`config.mk`:
```
export PLATFORM = sky130hd
export DESIGN_NAME = systolic_skew_feeder
export DESIGN_NICKNAME = d
export VERILOG_FILES = /design/src/rtl/systolic_pkg.sv /design/src/rtl/skew_delay_line.sv /design/src/rtl/systolic_skew_feeder.sv
export SDC_FILE = /design/constraint.sdc
export NUM_CORES = 1
export LEC_CHECK = 0
export BUFFER_PORTS_ARGS = -buffer_cell sky130_fd_sc_hd__buf_2
export CORE_ASPECT_RATIO = 1.5
export CORE_MARGIN = 4
export CORE_UTILIZATION = 52
export DETAILED_ROUTE_END_ITERATION = 7
export PLACE_DENSITY = 0.88
export SLEW_MARGIN = 15
export SYNTH_ARGS = -nofsm -noshare
export SYNTH_HDL_FRONTEND = slang
export SYNTH_SLANG_ARGS = --single-unit
```
`constraint.sdc`:
```
create_clock -name clk -period 10.7 [get_ports clk]
set_clock_uncertainty 0.1 [all_clocks]
set_input_delay 0.535 -clock clk [delete_from_list [all_inputs] [get_ports clk]]
set_output_delay 0.535 -clock clk [all_outputs]
set_load 0.01 [all_outputs]
```
`src/rtl/systolic_pkg.sv`:
```
// Shared types and helpers for the systolic array front end.
package systolic_pkg;

    localparam int unsigned DEFAULT_WIDTH = 16;

    typedef enum logic [1:0] {
        IDLE   = 2'd0,
        STREAM = 2'd1,
        DRAIN  = 2'd2,
        DONE   = 2'd3
    } feeder_state_t;

    localparam logic [DEFAULT_WIDTH-1:0] ZERO_ELEM = '0;

    // Cycles needed for the last diagonal to pass the far PE, plus PE latency.
    function automatic int unsigned drain_cycles(input int unsigned h,
                                                 input int unsigned w,
                                                 input int unsigned lat);
        return h + w - 1 + lat;
    endfunction

endpackage

```
`src/rtl/skew_delay_line.sv`:
```
// DEPTH-stage shift register; one instance per skewed array lane.
module skew_delay_line #(
    parameter int unsigned WIDTH = 16,
    parameter int unsigned DEPTH = 1
) (
    input  logic             clk,
    input  logic             reset,
    input  logic [WIDTH-1:0] din,
    output logic [WIDTH-1:0] dout
);

    logic [WIDTH-1:0] stage [DEPTH];

    always_ff @(posedge clk or posedge reset) begin
        if (reset) begin
            for (int k = 0; k < int'(DEPTH); k++) stage[k] <= '0;
        end else begin
            stage[0] <= din;
            for (int k = 1; k < int'(DEPTH); k++) stage[k] <= stage[k-1];
        end
    end

    assign dout = stage[DEPTH-1];

endmodule

```
`src/rtl/systolic_skew_feeder.sv`:
```
// Skews unskewed A/B operand beats onto the array edges and signals tile completion.
// Optional beat counter output enabled by defining SKEW_FEEDER_BEAT_CNT_EN.
module systolic_skew_feeder
    import systolic_pkg::*;
#(
    parameter int unsigned WIDTH      = 16,
    parameter int unsigned ARR_HEIGHT = 4,
    parameter int unsigned ARR_WIDTH  = 4,
    parameter int unsigned PE_LATENCY = 1
) (
    input  logic                        clk,
    input  logic                        reset,
    input  logic [ARR_HEIGHT*WIDTH-1:0] in_a,
    input  logic [ARR_WIDTH*WIDTH-1:0]  in_b,
    input  logic                        in_valid,
    input  logic                        in_last,
    output logic                        in_ready,
    output logic [ARR_HEIGHT*WIDTH-1:0] out_a,
    output logic [ARR_WIDTH*WIDTH-1:0]  out_b,
    output logic                        out_done_flag,
`ifdef SKEW_FEEDER_BEAT_CNT_EN
    output logic [15:0]                 beat_count,
`endif
    output logic                        busy
);

    localparam int unsigned CNT_W = $clog2(ARR_HEIGHT + ARR_WIDTH + PE_LATENCY) + 1;
    localparam logic [CNT_W-1:0] DRAIN_LOAD =
        CNT_W'(drain_cycles(ARR_HEIGHT, ARR_WIDTH, PE_LATENCY));

    feeder_state_t    state;
    logic [CNT_W-1:0] drain_cnt;
    logic             ready_q;
    logic             done_q;
    logic             busy_q;
    logic             accept;

    // Ready is held low for as long as reset is asserted.
    assign in_ready      = ready_q & ~reset;
    assign accept        = in_valid & in_ready;
    assign out_done_flag = done_q;
    assign busy          = busy_q;

    always_ff @(posedge clk or posedge reset) begin
        if (reset) begin
            state     <= IDLE;
            drain_cnt <= '0;
            ready_q   <= 1'b1;
            done_q    <= 1'b0;
            busy_q    <= 1'b0;
        end else begin
            done_q <= 1'b0;
            case (state)
                IDLE, STREAM: begin
                    if (accept) begin
                        busy_q <= 1'b1;
                        if (in_last) begin
                            state     <= DRAIN;
                            drain_cnt <= DRAIN_LOAD;
                            ready_q   <= 1'b0;
                        end else begin
                            state <= STREAM;
                        end
                    end
                end
                DRAIN: begin
                    drain_cnt <= drain_cnt - CNT_W'(1);
                    if (drain_cnt == CNT_W'(1)) begin
                        state  <= DONE;
                        done_q <= 1'b1;
                    end
                end
                DONE: begin
                    state   <= IDLE;
                    ready_q <= 1'b1;
                    busy_q  <= 1'b0;
                end
                default: begin
                    state   <= IDLE;
                    ready_q <= 1'b1;
                    busy_q  <= 1'b0;
                end
            endcase
        end
    end

    // Lane i of A / lane j of B gets i+1 / j+1 stages; bubbles inject zero.
    for (genvar i = 0; i < int'(ARR_HEIGHT); i++) begin : g_a_lane
        logic [WIDTH-1:0] head;
        assign head = accept ? in_a[i*WIDTH +: WIDTH] : WIDTH'(ZERO_ELEM);
        skew_delay_line #(.WIDTH(WIDTH), .DEPTH(i + 1)) u_dl (
            .clk   (clk),
            .reset (reset),
            .din   (head),
            .dout  (out_a[i*WIDTH +: WIDTH])
        );
    end

    for (genvar j = 0; j < int'(ARR_WIDTH); j++) begin : g_b_lane
        logic [WIDTH-1:0] head;
        assign head = accept ? in_b[j*WIDTH +: WIDTH] : WIDTH'(ZERO_ELEM);
        skew_delay_line #(.WIDTH(WIDTH), .DEPTH(j + 1)) u_dl (
            .clk   (clk),
            .reset (reset),
            .din   (head),
            .dout  (out_b[j*WIDTH +: WIDTH])
        );
    end

`ifdef SKEW_FEEDER_BEAT_CNT_EN
    logic [15:0] beat_cnt_q;

    // Cleared when leaving DONE so the next tile starts from zero.
    always_ff @(posedge clk or posedge reset) begin
        if (reset) begin
            beat_cnt_q <= '0;
        end else if (state == DONE) begin
            beat_cnt_q <= '0;
        end else if (accept && beat_cnt_q != 16'hFFFF) begin
            beat_cnt_q <= beat_cnt_q + 16'd1;
        end
    end

    assign beat_count = beat_cnt_q;
`endif

endmodule

```
Word level (Yosys, flattened, before mapping)
Index checks and enable logic that the tools add are counted.
{ "totals": {"ff_bits": 330, "input_bits": 132, "word_cells": 66} }
{ "classes": {"addsub": 1, "bitwise": 3, "eq_ne": 7, "reduce_logical": 8, "muxes": 22} }
{ "ops": {"columns": ["op", "count"], "rows": [
  ["$mux W16", 8],
  ["$mux W5", 2],
  ["$pmux W5 S2", 1],
  ["$mux W2", 3],
  ["$ne A2 B2 Y1 const B", 3],
  ["$pmux W2 S3", 1],
  ["$reduce_and A3 Y1", 2],
  ["$eq A5 B1 Y1 const B", 1],
  ["$mux W1", 5],
  ["$sub A5 B1 Y5 const B", 1],
  ["$eq A2 B2 Y1 const B", 2],
  ["$pmux W1 S2", 2],
  ["$reduce_and A2 Y1", 2],
  ["$reduce_bool A2 Y1", 2],
  ["$and A1 B1 Y1", 2],
  ["$eq A2 B1 Y1 const B", 1],
  ["$logic_not A2 Y1", 1],
  ["$reduce_or A2 Y1", 1],
  ["$not A1 Y1", 1]
]} }

Depth between registers and ports, before layout
{ "depth": {"word_depth": 5, "depth_mapped": 5, "mapped_depth_nobuf": 5} }

Modules after synthesis
A second synthesis with hierarchy kept.
{ "hier_totals": {"cells_unflattened": 610, "area_unflattened_um2": 10094.7} }
{ "modules_own_cells": {"columns": ["module", "n_inst", "area_each_um2", "cells_each"], "rows": [
  ["skew_delay_line at g_a_lane[3].u_dl ...", 2, 1725.4, 81],
  ["skew_delay_line at g_a_lane[2].u_dl ...", 2, 1325.0, 65],
  ["skew_delay_line at g_a_lane[1].u_dl ...", 2, 924.6, 49],
  ["systolic_skew_feeder", 1, 1336.3, 186],
  ["skew_delay_line at g_a_lane[0].u_dl ...", 2, 404.1, 17]
]} }

Worst setup path after synthesis
Ideal clock, no wire load.
{ "synth_timing": {"path_type": "input to register", "from": "input port reset", "to": "register state[0]", "arrival_time_ns": 1.291, "n_path_buf": 2, "setup_slack_ns": 9.182, "path_stages": 4, "required_time_ns": 10.473, "path_cell_list": "and3b_1 -> buf_2 -> clkbuf_1 -> o32a_2"} }
{ "synth_via": {"elab_chain_len": 5} }
{ "synth_rtl": {"columns": ["item", "line_no", "rtl"], "rows": [
  ["start: declaration", "systolic_skew_feeder.sv:12", "input logic reset,"],
  ["$not A1 Y1", "systolic_skew_feeder.sv:39", "assign in_ready = ready_q & ~reset;"],
  ["$and A1 B1 Y1", "systolic_skew_feeder.sv:39", null],
  ["$and A1 B1 Y1", "systolic_skew_feeder.sv:40", "assign accept = in_valid & in_ready;"],
  ["$ne A2 B2 Y1 (no source line)", null, null],
  ["$reduce_and A2 Y1 (no source line)", null, null],
  ["end signal: assignment", "systolic_skew_feeder.sv:46", "state <= IDLE;"],
  ["end signal: assignment", "systolic_skew_feeder.sv:58", "state <= DRAIN;"],
  ["end signal: assignment", "systolic_skew_feeder.sv:62", "state <= STREAM;"],
  ["end: declaration", "systolic_skew_feeder.sv:31", "feeder_state_t state;"]
]} }
Every way passes these cells.
A chain may end at the register's enable or synchronous reset.

Worst setup path in the final report
{ "layout_timing": {"from": "register ready_q", "to": "register drain_cnt[1]"} }
{ "layout_via": {"elab_chain_len": 4} }
{ "layout_rtl": {"columns": ["item", "line_no", "rtl"], "rows": [
  ["start: declaration", "systolic_skew_feeder.sv:33", "logic ready_q;"],
  ["start signal: assignment", "systolic_skew_feeder.sv:48", "ready_q <= 1'b1;"],
  ["start signal: assignment", "systolic_skew_feeder.sv:60", "ready_q <= 1'b0;"],
  ["start signal: assignment", "systolic_skew_feeder.sv:75", "ready_q <= 1'b1;"],
  ["$and A1 B1 Y1", "systolic_skew_feeder.sv:39", null],
  ["$and A1 B1 Y1", "systolic_skew_feeder.sv:40", null],
  ["$ne A2 B2 Y1 (no source line)", null, null],
  ["$reduce_and A3 Y1 (no source line)", null, null],
  ["end signal: assignment", "systolic_skew_feeder.sv:67", "drain_cnt <= drain_cnt - CNT_W'(1);"],
  ["end: declaration", "systolic_skew_feeder.sv:32", "logic [CNT_W-1:0] drain_cnt;"]
]} }
Every way passes these cells.

==> flow_summary.toml <==
[clock_tree]
cts.sinks = 330
cts_hold_buf = 0
cts_buffer_depth = 3
cts_setup_buffers = 0
cts_tree = "built"
clk_latency_ns = 0.53
cts_buffers = 28
cts_max_level = 1
cts_resized = 0
clk_pin_slew_worst_paths_ns = 0.06
cts_root_buffer = "clkbuf_16"

[worst_setup_path]
crit_required_ns = 10.99
crit_arrival_ns = 2.29
path_max_fanout = 79
cp_slowest_cell = "dfstp_2"
worstSetupStartpointType = "flip-flop"
critPathKind = "flip-flop to flip-flop"
ff2ff_path_depth = 4
rrSetupSlack_ns = 8.70
r2r_start = "ready_q"
cp-end-kind = "flip-flop"
startpoint = "ready_q"
cp-endpoint = "drain_cnt[1]"
path_cells = "and3b_4 > buf_16 > and3b_2 > o22ai_1"
cpPeakStageDelay_ns = 0.55
timing.rr.end = "drain_cnt[1]"

[cells_and_area]
post-route-cell-area_um2 = 12000
fin_nets = 921
syn_to_final_growth_pct = 18.6
drive_above_1_share_pct = 39.9
fin_util_pct = 62.7

[sta]
finalHoldViolCount = 0
fmax_mhz = 500
worstMarginPinSlew_ns = 0.992
rsz0062_at_grt = "false"
fin_crit_ns = 2.00
relSlewSlack_pct = 33.9
slew_viol_final = 0
fin_crit_sh_pct = 18.7
setup_viol = 0
tns_ns = 0
fin_hold_ws_ns = 0.0429

[yosys]
ys_seq_area_share_pct = 81.9
avgSynthCellArea_um2 = 16.7
synthFlopType = "dfrtp_1"
yosysUniqueCellTypes = 30
synthArstFlopShare_pct = 100
yosys_warnings = 0
ys_ff_latch = 330
syn-instance-count = 604
synth_nets = 738
synth_area_um2 = 10100
synth_edf_count = 0

[routing]
dr.pass1.iters = 4
drt_iter0_drc = 209
vias_per_cell = 4.37
wl_um = 17300
wl_per_cell_um = 16.3
vias = 4646
drc = 0
ant_nets = 0

[global_routing]
grt_usage_pct = 16.0
grt_overflow_total = 0
antenna_found_initial = 4
grt_pass1_vias = 5098
grt_max_degree = 166
grt_pass1_wl_um = 26500

[worst_hold_path]
hold_path_class = "input port to async pin"

[pwr]
ir_drop_mv = 0.146
p_per_area_nw_per_um2 = 222
power_leakage_nw = 6.69
p_total_mw = 2.66

[placed_design]
dp_hpwl_um = 11700
portBuffers = 262
place_congestion = 0.794
dpl-instance-area_um2 = 10900

[die]
die_h_um = 179
start_util_pct = 52.9
die_w_um = 122
rows = 62
ios = 263
core-area_um2 = 19100
dieArea_um2 = 21700

[job]
drv_cap = 0

[outcome]
status = "finished, final reports clean"
==> routing by layer <==
metal,track usage [%],share of wire (%),up-vias
met2,29.3,56,171
li1,-,-,2120
met4,5.89,2.7,6
met3,4.38,7.0,42
met1,17.7,34,2307
met5,0,0.20,-
==> Yosys cell counts (3+ instances only) <==
library cell / number / area (um^2)
and2_1: 128 / 801
buf_4: 96 / 721
clkbuf_2: 8 / 40.0
clkbuf_1: 5 / 18.8
nor2_1: 3 / 11.3
dfrtp_1: 329 / 8230
nand2_1: 3 / 11.3
inv_1: 4 / 15.0
==> registers in the layout, indices dropped and copies added, names as in the netlist <==
register	flops
g_a_lane.u_dl.stage	96
busy	1
state	2
g_a_lane.u_dl.dout	64
drain_cnt	5
ready_q	1
out_done_flag	1
g_b_lane.u_dl.dout	64
g_b_lane.u_dl.stage	96
==> cell families after synthesis <==
family	Yosys count	share of synthesized area, %
flip-flops	330	81.9
AND/OR/NAND/NOR	146	9.09
buffers and inverters	116	8.09
AO/OA/AOI/OAI	9	0.632
adder cells (fa/ha/maj)	2	0.248
XOR/XNOR	1	0.0868
==> critical path: cells and delay by family, from the launching register on <==
kind	cells	cell delay, ns
and+or+nand+nor	2	0.80
DFF	1	0.55
buffers and inverters	1	0.32
AOI/OAI and AO/OA	1	0.09
==> worst min-delay path by stage <==
stage / slack, ns / from / depth (start not counted) / to
after CTS: 0.08 / in_b[42] / 2 / g_b_lane[2].u_dl.stage[42]
after global placement: 0.23 / g_a_lane[2].u_dl.stage[43] / 0 / g_a_lane[2].u_dl.stage[27]
final: 0.04 / reset / 2 / g_a_lane[0].u_dl.dout[6]
after detailed placement: 0.23 / g_a_lane[1].u_dl.stage[24] / 0 / g_a_lane[1].u_dl.dout[8]
after global routing: 0.09 / in_b[36] / 2 / g_b_lane[2].u_dl.stage[36]
after floorplan: 0.23 / g_a_lane[1].u_dl.stage[16] / 0 / g_a_lane[1].u_dl.dout[0]
==> where the power goes <==
group          internal, mW  total [mW]  switching [mW]  leakage, nW
registers              1.36        1.41          0.0452         4.50
logic                0.0894       0.206           0.116         1.72
clock network         0.614        1.04           0.429        0.474
==> placed cells by master, fill, tap and decap left out, types with 3 or more instances in the layout <==
cell type / synthesis / final
dfrtp_1: 329 / 329
buf_2: 2 / 262
and2_1: 128 / 128
clkbuf_16: 0 / 29
clkinv_2: 0 / 5
bufinv_16: 0 / 4
clkinvlp_4: 0 / 4
inv_1: 4 / 3
nor2_1: 3 / 3
nand2_1: 3 / 3
clkinv_4: 0 / 3
clkbuf_8: 0 / 3
==> per-stage QoR <==
step	setup slack [ns]	std cells
floorplan	0.927	604
CTS	8.38	1062
global placement	8.14	1012
global route	8.57	1064
finish	8.70	1064
detailed placement	8.04	1012
==> layout make-up <==
| type | instances | area, um^2 |
|---|---|---|
| Fill cell | 1405 | 7120 |
| Antenna cell | 1 | 2.50 |
| Clock buffer | 33 | 771 |
| Inverter | 4 | 27.5 |
| Tap cell | 256 | 320 |
| Multi-Input combinational cell | 158 | 1020 |
| Sequential cell | 330 | 8260 |
| Clock inverter | 17 | 210 |
| Timing Repair Buffer | 265 | 1350 |
No activity file was read; power rests on OpenSTA's default activity.
